**src/rtl/frame_table_server.sv**
```systemverilog
`default_nettype none
// ============================================================================
// Module      : frame_table_server
// Description : Table-driven telemetry frame source. Streams MARK, payload
//               bytes and a running CRC8 over a valid/ready byte interface.
// Revision    : 1.0 - initial release
// ============================================================================
module frame_table_server #(
    parameter int         NUM_FRAMES = 32,
    parameter int         DATA_BYTES = 12,
    parameter int         IDX_W      = $clog2(NUM_FRAMES),
    parameter int         BYTE_W     = (DATA_BYTES > 1) ? $clog2(DATA_BYTES) : 1,
    parameter logic [7:0] MARK_BYTE  = 8'hCC,
    parameter logic [7:0] CRC_POLY   = 8'h07,
    parameter logic [7:0] CRC_INIT   = 8'h00
) (
    input  logic              clk,
    input  logic              reset,
    input  logic              iRQ,
    input  logic [IDX_W-1:0]  iNumRQ,
    input  logic              wr_en,
    input  logic [IDX_W-1:0]  wr_frame,
    input  logic [BYTE_W-1:0] wr_byte,
    input  logic [7:0]        wr_data,
    output logic [7:0]        oData,
    output logic              oValid,
    input  logic              iReady,
    output logic              oLast,
    output logic              oBusy,
    output logic              oDone,
    output logic              oErr
);

    localparam logic [2:0] c_ST_IDLE     = 3'd0;
    localparam logic [2:0] c_ST_MARK     = 3'd1;
    localparam logic [2:0] c_ST_DATA     = 3'd2;
    localparam logic [2:0] c_ST_CRC      = 3'd3;
    localparam logic [2:0] c_ST_DONE     = 3'd4;
    localparam logic [2:0] c_ST_WAIT_REL = 3'd5;

    localparam logic [31:0]       c_NF       = 32'(NUM_FRAMES);
    localparam logic [31:0]       c_DB       = 32'(DATA_BYTES);
    localparam logic [BYTE_W-1:0] c_LAST_IDX = BYTE_W'(DATA_BYTES - 1);

    logic [2:0]        r_state, w_state_nxt;
    logic [IDX_W-1:0]  r_frame, w_frame_nxt;
    logic [BYTE_W-1:0] r_idx, w_idx_nxt;
    logic [7:0]        r_crc, w_crc_nxt;
    logic [7:0]        w_data_nxt;
    logic              w_valid_nxt, w_last_nxt, w_busy_nxt, w_done_nxt, w_err_nxt;
    logic              w_xfer, w_wr_ok;
    logic [BYTE_W-1:0] w_rd_byte;
    logic [7:0]        w_rd_data;

    // Storage holds the delta from the (f+b) pattern, so all-zero power-up
    // state reads back as the default content without any reset.
    logic [7:0] r_mem [NUM_FRAMES][DATA_BYTES];

    function automatic logic [7:0] f_dflt(input logic [IDX_W-1:0] f, input logic [BYTE_W-1:0] b);
        return 8'(f) + 8'(b);
    endfunction

    function automatic logic [7:0] f_crc8(input logic [7:0] c, input logic [7:0] d);
        logic [7:0] v;
        v = c ^ d;
        for (int i = 0; i < 8; i++) begin
            v = v[7] ? ((v << 1) ^ CRC_POLY) : (v << 1);
        end
        return v;
    endfunction

    assign w_wr_ok = (32'(wr_frame) < c_NF) && (32'(wr_byte) < c_DB);

    always_ff @(posedge clk) begin
        if (wr_en && w_wr_ok) begin
            r_mem[wr_frame][wr_byte] <= wr_data ^ f_dflt(wr_frame, wr_byte);
        end
    end

    // Next byte to load: byte 0 from MARK, otherwise the one after r_idx
    assign w_rd_byte = (r_state == c_ST_DATA && r_idx != c_LAST_IDX) ? r_idx + 1'b1 : '0;
    assign w_rd_data = r_mem[r_frame][w_rd_byte] ^ f_dflt(r_frame, w_rd_byte);
    assign w_xfer    = oValid & iReady;

    always_comb begin
        w_state_nxt = r_state;
        w_frame_nxt = r_frame;
        w_idx_nxt   = r_idx;
        w_crc_nxt   = r_crc;
        w_data_nxt  = oData;
        w_valid_nxt = oValid;
        w_last_nxt  = oLast;
        w_busy_nxt  = oBusy;
        w_done_nxt  = 1'b0;
        w_err_nxt   = 1'b0;
        case (r_state)
            c_ST_IDLE: begin
                if (!iRQ) begin
                    if (32'(iNumRQ) < c_NF) begin
                        w_frame_nxt = iNumRQ;
                        w_idx_nxt   = '0;
                        w_crc_nxt   = CRC_INIT;
                        w_data_nxt  = MARK_BYTE;
                        w_valid_nxt = 1'b1;
                        w_busy_nxt  = 1'b1;
                        w_last_nxt  = 1'b0;
                        w_state_nxt = c_ST_MARK;
                    end else begin
                        w_err_nxt   = 1'b1;
                        w_state_nxt = c_ST_WAIT_REL;
                    end
                end
            end
            c_ST_MARK: begin
                if (w_xfer) begin
                    w_data_nxt  = w_rd_data;
                    w_idx_nxt   = '0;
                    w_state_nxt = c_ST_DATA;
                end
            end
            c_ST_DATA: begin
                if (w_xfer) begin
                    // CRC is folded from the byte actually on the bus
                    w_crc_nxt = f_crc8(r_crc, oData);
                    if (r_idx == c_LAST_IDX) begin
                        w_data_nxt  = f_crc8(r_crc, oData);
                        w_last_nxt  = 1'b1;
                        w_state_nxt = c_ST_CRC;
                    end else begin
                        w_idx_nxt  = r_idx + 1'b1;
                        w_data_nxt = w_rd_data;
                    end
                end
            end
            c_ST_CRC: begin
                if (w_xfer) begin
                    w_data_nxt  = 8'h00;
                    w_valid_nxt = 1'b0;
                    w_last_nxt  = 1'b0;
                    w_busy_nxt  = 1'b0;
                    w_done_nxt  = 1'b1;
                    w_state_nxt = c_ST_DONE;
                end
            end
            c_ST_DONE: begin
                w_state_nxt = c_ST_WAIT_REL;
            end
            c_ST_WAIT_REL: begin
                if (iRQ) begin
                    w_state_nxt = c_ST_IDLE;
                end
            end
            default: begin
                w_state_nxt = c_ST_WAIT_REL;
            end
        endcase
    end

    always_ff @(posedge clk) begin
        if (reset) begin
            r_state <= c_ST_WAIT_REL;
            r_frame <= '0;
            r_idx   <= '0;
            r_crc   <= CRC_INIT;
            oData   <= 8'h00;
            oValid  <= 1'b0;
            oLast   <= 1'b0;
            oBusy   <= 1'b0;
            oDone   <= 1'b0;
            oErr    <= 1'b0;
        end else begin
            r_state <= w_state_nxt;
            r_frame <= w_frame_nxt;
            r_idx   <= w_idx_nxt;
            r_crc   <= w_crc_nxt;
            oData   <= w_data_nxt;
            oValid  <= w_valid_nxt;
            oLast   <= w_last_nxt;
            oBusy   <= w_busy_nxt;
            oDone   <= w_done_nxt;
            oErr    <= w_err_nxt;
        end
    end

endmodule
`default_nettype wire

```
**config.mk**
```make
export PLATFORM = sky130hd
export DESIGN_NAME = frame_table_server
export DESIGN_NICKNAME = d
export VERILOG_FILES = /design/src/rtl/frame_table_server.sv
export SDC_FILE = /design/constraint.sdc
export NUM_CORES = 2
export LEC_CHECK = 0
export CAP_MARGIN = 20
export CORE_AREA = 2 2 496 498
export DETAILED_ROUTE_END_ITERATION = 16
export DIE_AREA = 0 0 498 500
export PLACE_DENSITY_LB_ADDON = 0.2
export REMOVE_ABC_BUFFERS = 1
export SKIP_CTS_REPAIR_TIMING = 1
export SLEW_MARGIN = 20
export SYNTH_ARGS = -nofsm -noshare
export SYNTH_HDL_FRONTEND = slang
export SYNTH_SLANG_ARGS = --single-unit
```
**constraint.sdc**
```tcl
create_clock -name clk -period 37.5 [get_ports clk]
set_clock_uncertainty 0.2 [all_clocks]
set_input_delay 3.75 -clock clk [delete_from_list [all_inputs] [get_ports clk]]
set_output_delay 3.75 -clock clk [all_outputs]
set_load 0.01 [all_outputs]
```
# Yosys cells after proc, flatten, opt, wreduce, memory -nomap -nowiden
# Memories as Yosys holds them, arrays and structs flattened. A register that Yosys moved wholly into a read port is not among the register bits.
# Index checks and enable logic that the tools add are counted.
[classes] addsub=3 magnitude_cmp=4 n_eq_ne=13 n_mux=47 bitwise_logic=16 n_reduce_logical=17
[op_table] op="two-way mux 96 bit" count=1
[op_table] op="two-way mux 8 bit" count=10
[op_table] op="two-way mux 3 bit" count=14
[op_table] op="binary-select mux 8 bit (select 4 bit)" count=1
[op_table] op="demux 8 bit (select 4 bit)" count=1
[op_table] op="case mux 8 bit (4 select lines)" count=1
[op_table] op="inverter 3 bit" count=8
[op_table] op="two-way mux 4 bit" count=5
[op_table] op="case mux 8 bit (2 select lines)" count=1
[op_table] op="XOR 8 x 6 -> 8 bit" count=2
[op_table] op="case mux 3 bit (5 select lines)" count=1
[op_table] op="AND reduction 5 bit" count=3
[op_table] op="adder 5 x 4 -> 6 bit" count=2
[op_table] op="!= test 2 bit (second input constant)" count=6
[op_table] op="case mux 4 bit (3 select lines)" count=1
[op_table] op=">= comparator 5 bit (second input constant)" count=2
[op_table] op="two-way mux 5 bit" count=2
[op_table] op="inverter 4 -> 5 bit" count=2
[op_table] op="XOR 8 bit" count=1
[op_table] op="two-way mux 1 bit" count=7
[op_table] op="== test 3 x 2 -> 1 bit (second input constant)" count=2
[op_table] op="AND reduction 3 bit" count=2
[op_table] op="AND reduction 6 bit" count=1
[op_table] op="nonzero test 3 bit" count=2
[op_table] op="18 further kinds" count=22
[word_totals] register_bits=31 ram_bits=3072 word_cells=109 n_memories=1
[memory_table] name="r_mem" words=32 width=96 rd=1 rd_clocked_by_memory_dff=1 wr=1 line_no="57" text="logic [7:0] r_mem [NUM_FRAMES][DATA_BYTES];"

# Logic depth before layout (Yosys ltp)
[depth] ltp_word=20 depth_mapped=16 depth_no_buf=12

# Worst setup path after synthesis
# OpenSTA, ideal clock, no wires.
[synth_timing] path_type="input to register" from="input wr_frame[0]" to="memory r_mem[0][12] (netlist name), data pin" setup_time_ps=2370 arrival_ps=15367 required_time_ps=34930 path_slack_ps=19562 cell_stages=7 n_path_buf=0 cell_sequence="ha_1 > inv_1 > fa_1 > inv_1 > a21o_1 > a21oi_1 > xnor2_1"
[synth_between] elab_chain_len=2
[synth_lines] element="start: declaration" line_no="22" text="input logic [IDX_W-1:0] wr_frame,"
[synth_lines] element="adder 5 x 4 -> 6 bit" line_no="60" text="return 8'(f) + 8'(b);"
[synth_lines] element="XOR 8 x 6 -> 8 bit" line_no="76" text="r_mem[wr_frame][wr_byte] <= wr_data ^ f_dflt(wr_frame, wr_byte);"
[synth_lines] element="end: declaration" line_no="57"
# Every way passes these cells.

# Worst setup path in the final report
[layout_timing] from="input wr_byte[0]" to="memory r_mem[12][66] (netlist name), data pin"
[layout_between] elab_chain_len=2
[layout_lines] element="start: declaration" line_no="23" text="input logic [BYTE_W-1:0] wr_byte,"
[layout_lines] element="adder 5 x 4 -> 6 bit" line_no="60"
[layout_lines] element="XOR 8 x 6 -> 8 bit" line_no="76"
# Every way passes these cells.

==> run metrics <==
Clk Tree Root Cell=clkbuf_16; Most used DFF post-synth=edfxtp_1; leak pwr=40.2 nW; Routability Congestion=0.836; Seq cells post-synth=3108; cell count after synthesis=5391; per-cell routed wire length=35.1 um; Synth Area in Compound Gates=1.44%; Clk pin slew, worst setup/hold paths=0.06 ns; CP max stage cell=buf_4; # clock sinks=3108; antenna violations before repair=13; Max clock buf depth=4; Area contributors post-synth=edfxtp_1 76%, mux4_2 17%, nor2_1 1.4%; DIE AREA=249000 um^2; largest family of logic cells by synthesized area=multiplexers; min-delay src=r_idx[1]; gr ovfl total=0; post-placement cell area=125000 um^2; Comb pwr share=4.3%; Slew Limit Headroom=19.8%; Die H=500 um; TritonRoute pass-1 iters=8; endpoints failing setup=0; TNS Setup=0 ns; clock share of power=42.4%; switching power=1.56 mW; post-synth cell types=74; RSZ-0062 raised after global routing=false; most used cell, CP=buf_4; H-Tree Depth=5; adder-cell share of the synthesized area=0.132%; Ports=40; Final Hold Fails=0; Setup CP Type=in -> reg; Core Footprint=244000 um^2; sequential share of power=53.3%; initial core utilization=49.6%; Final Worst Setup Slack=29.80 ns; top cell type's share of synthesized area=76.2%; post-route cell area=136000 um^2; Buffers & Inverters on Critical Path=7; asr flop ratio synth=0%; min cycle time layout=7.70 ns; largest net degree at the start of global routing=223; peak supply drop=39.6 uV; WL final=317000 um; Final Cycle Share=20.5%; crit path launch type=input pin; post-synthesis mux area share=17.6%; layout cells sized above 1=26.9%; Slew Viols, Final=0; Post-Syn Area per Cell=22.5 um^2; start point of the critical path=wr_byte[0]; f_max=130 MHz; Seq/Total Area, Yosys=76.8%; DR vias=58008; worst-margin pin slew=1.20 ns; Max Cap Violations=0; cell taking the most area after synthesis=edfxtp_1; status=complete, no violations; cell row count=182; Int Pwr=5.85 mW; Post-route DRC=0; Worst Path Arrival=8.09 ns; 1st-iter DRT viols=7325; count leader, synth=edfxtp_1; worst skew pair latency=0.95 ns; Switching Fraction=21.0%; crit path capture type=register; Critical Path Fanout Max=190; CP max stage delay=0.80 ns; post-synthesis xor/xnor area fraction=0.297%; vias in the first global route=57647; Post-Syn Area=121000 um^2; vias per inst=6.42; Power per Cell Area=54.7 nW/um^2; Layout area overhead=11.9%; number of synthesized flops with an enable pin=3072; Post-DRT Antenna Nets=0; Place WS=28.87 ns; CTS Buf Count=330; first-pass GRT wire length=447000 um; yosys warns=0; Simple-Gate Fraction of Synth Area=2.25%; fin nets=5602; HPWL Detailed=184000 um; die width=498 um; Critical Path RT=37.89 ns; CP cell instances=clkdlybuf4s50_1 > ha_1 > inv_1 > fa_1 > inv_1 > xnor2_2 > buf_4 > buf_4 > buf_12 > buf_4; number of port buffers=38; worst hold path type=reg -> reg; most common library cells after synthesis=3072 x edfxtp_1, 915 x mux4_2, 436 x nor2_1; CP top delay family=buffers and inverters; GRT Total Usage=25.5%; CTS tree=done
layout make-up:
class	count	area [um^2]
inverters	13	53.8
well taps	3220	4030
flip-flops and latches	3108	93000
multi-input cells	1942	26500
fillers	17962	109000
diodes	14	35.0
repair buffers	170	1640
clock inverters	156	1420
clock buffers	413	8810
cell usage in the layout (no fill, tap or decap), drive strengths merged, types with 13 or more instances in the layout:
cell and instances:
a211oi 15, nand2 104, inv 15, dfxtp 36, a21oi 49, nor2 436
diode 14, o21ai 21, clkdlybuf4s50 36, xnor2 27, nand3 25, nor3 13
edfxtp 3072, mux4 915, clkbuf 413, buf 134, a22oi 90, mux2i 56
clkinv 123, mux2 13, bufinv 27, xor2 14
cell families after synthesis:
family / Yosys count
buffers and inverters: 341
and+or+nand+nor: 651
muxes: 984
AOI/OAI and AO/OA: 253
other: 1
xor gates and xnor gates: 41
DFF: 3108
adders and majority gates: 12
worst register-to-register path: stages, from the launching register on:
cell      delay [ns]
dfxtp_4         0.80
buf_12          0.53
buf_12          0.69
buf_4           0.69
buf_4           0.68
buf_4           0.76
mux4_2          0.63
mux4_2          0.50
a22oi_1         0.32
nand2_1         0.27
a22oi_1         0.34
o41ai_1         0.15
xnor2_1         0.16
a211oi_1        0.24
per-layer routing:
layer | track usage [%] | vias to the layer above | wire length [um]
li1 | - | 23116 | -
met1 | 36.0 | 31555 | 125000
met2 | 39.9 | 2812 | 152000
met3 | 4.64 | 521 | 26600
met4 | 10.0 | 4 | 13200
met5 | 0 | - | 47
sequential cells by signal (all words and copies together), names as in the netlist, named ones only:
register / flops
r_mem: 3072
oData: 8
r_crc: 8
r_frame: 5
r_idx: 4
r_state: 2
oBusy: 1
oDone: 1
oLast: 1
power by group through the flow:
stage / clock, mW / sequential (mW) / combinational [mW]
after CTS: 3.17 / 3.95 / 0.323
after global routing: 3.31 / 3.95 / 0.341
after floorplan: 0 / 4.14 / 0.224
after global placement: 0 / 4.02 / 0.309
after detailed placement: 0 / 4.03 / 0.324
final: 3.14 / 3.95 / 0.320
path summary, 6_finish.rpt:
kind	to	slack, ns	cells after the start
min	r_idx[1]	0.29	2
max	r_mem[12][66]	29.80	10
max reg2reg	oData[4]	30.45	13
min reg2reg	r_idx[1]	0.29	2
per-stage QoR:
stage          cells  hold WS (ns)  total power, mW  util (%)
2_1_floorplan   5063         0.248             4.37         -
3_3_place_gp    8449         0.269             4.33      51.2
3_5_place_dp    8450         0.278             4.35      51.2
4_1_cts         9019         0.288             7.45      55.4
5_1_grt         9024         0.330             7.60      55.4
6_report        9036         0.288             7.41      55.5
No activity file was read; power rests on OpenSTA's default activity.
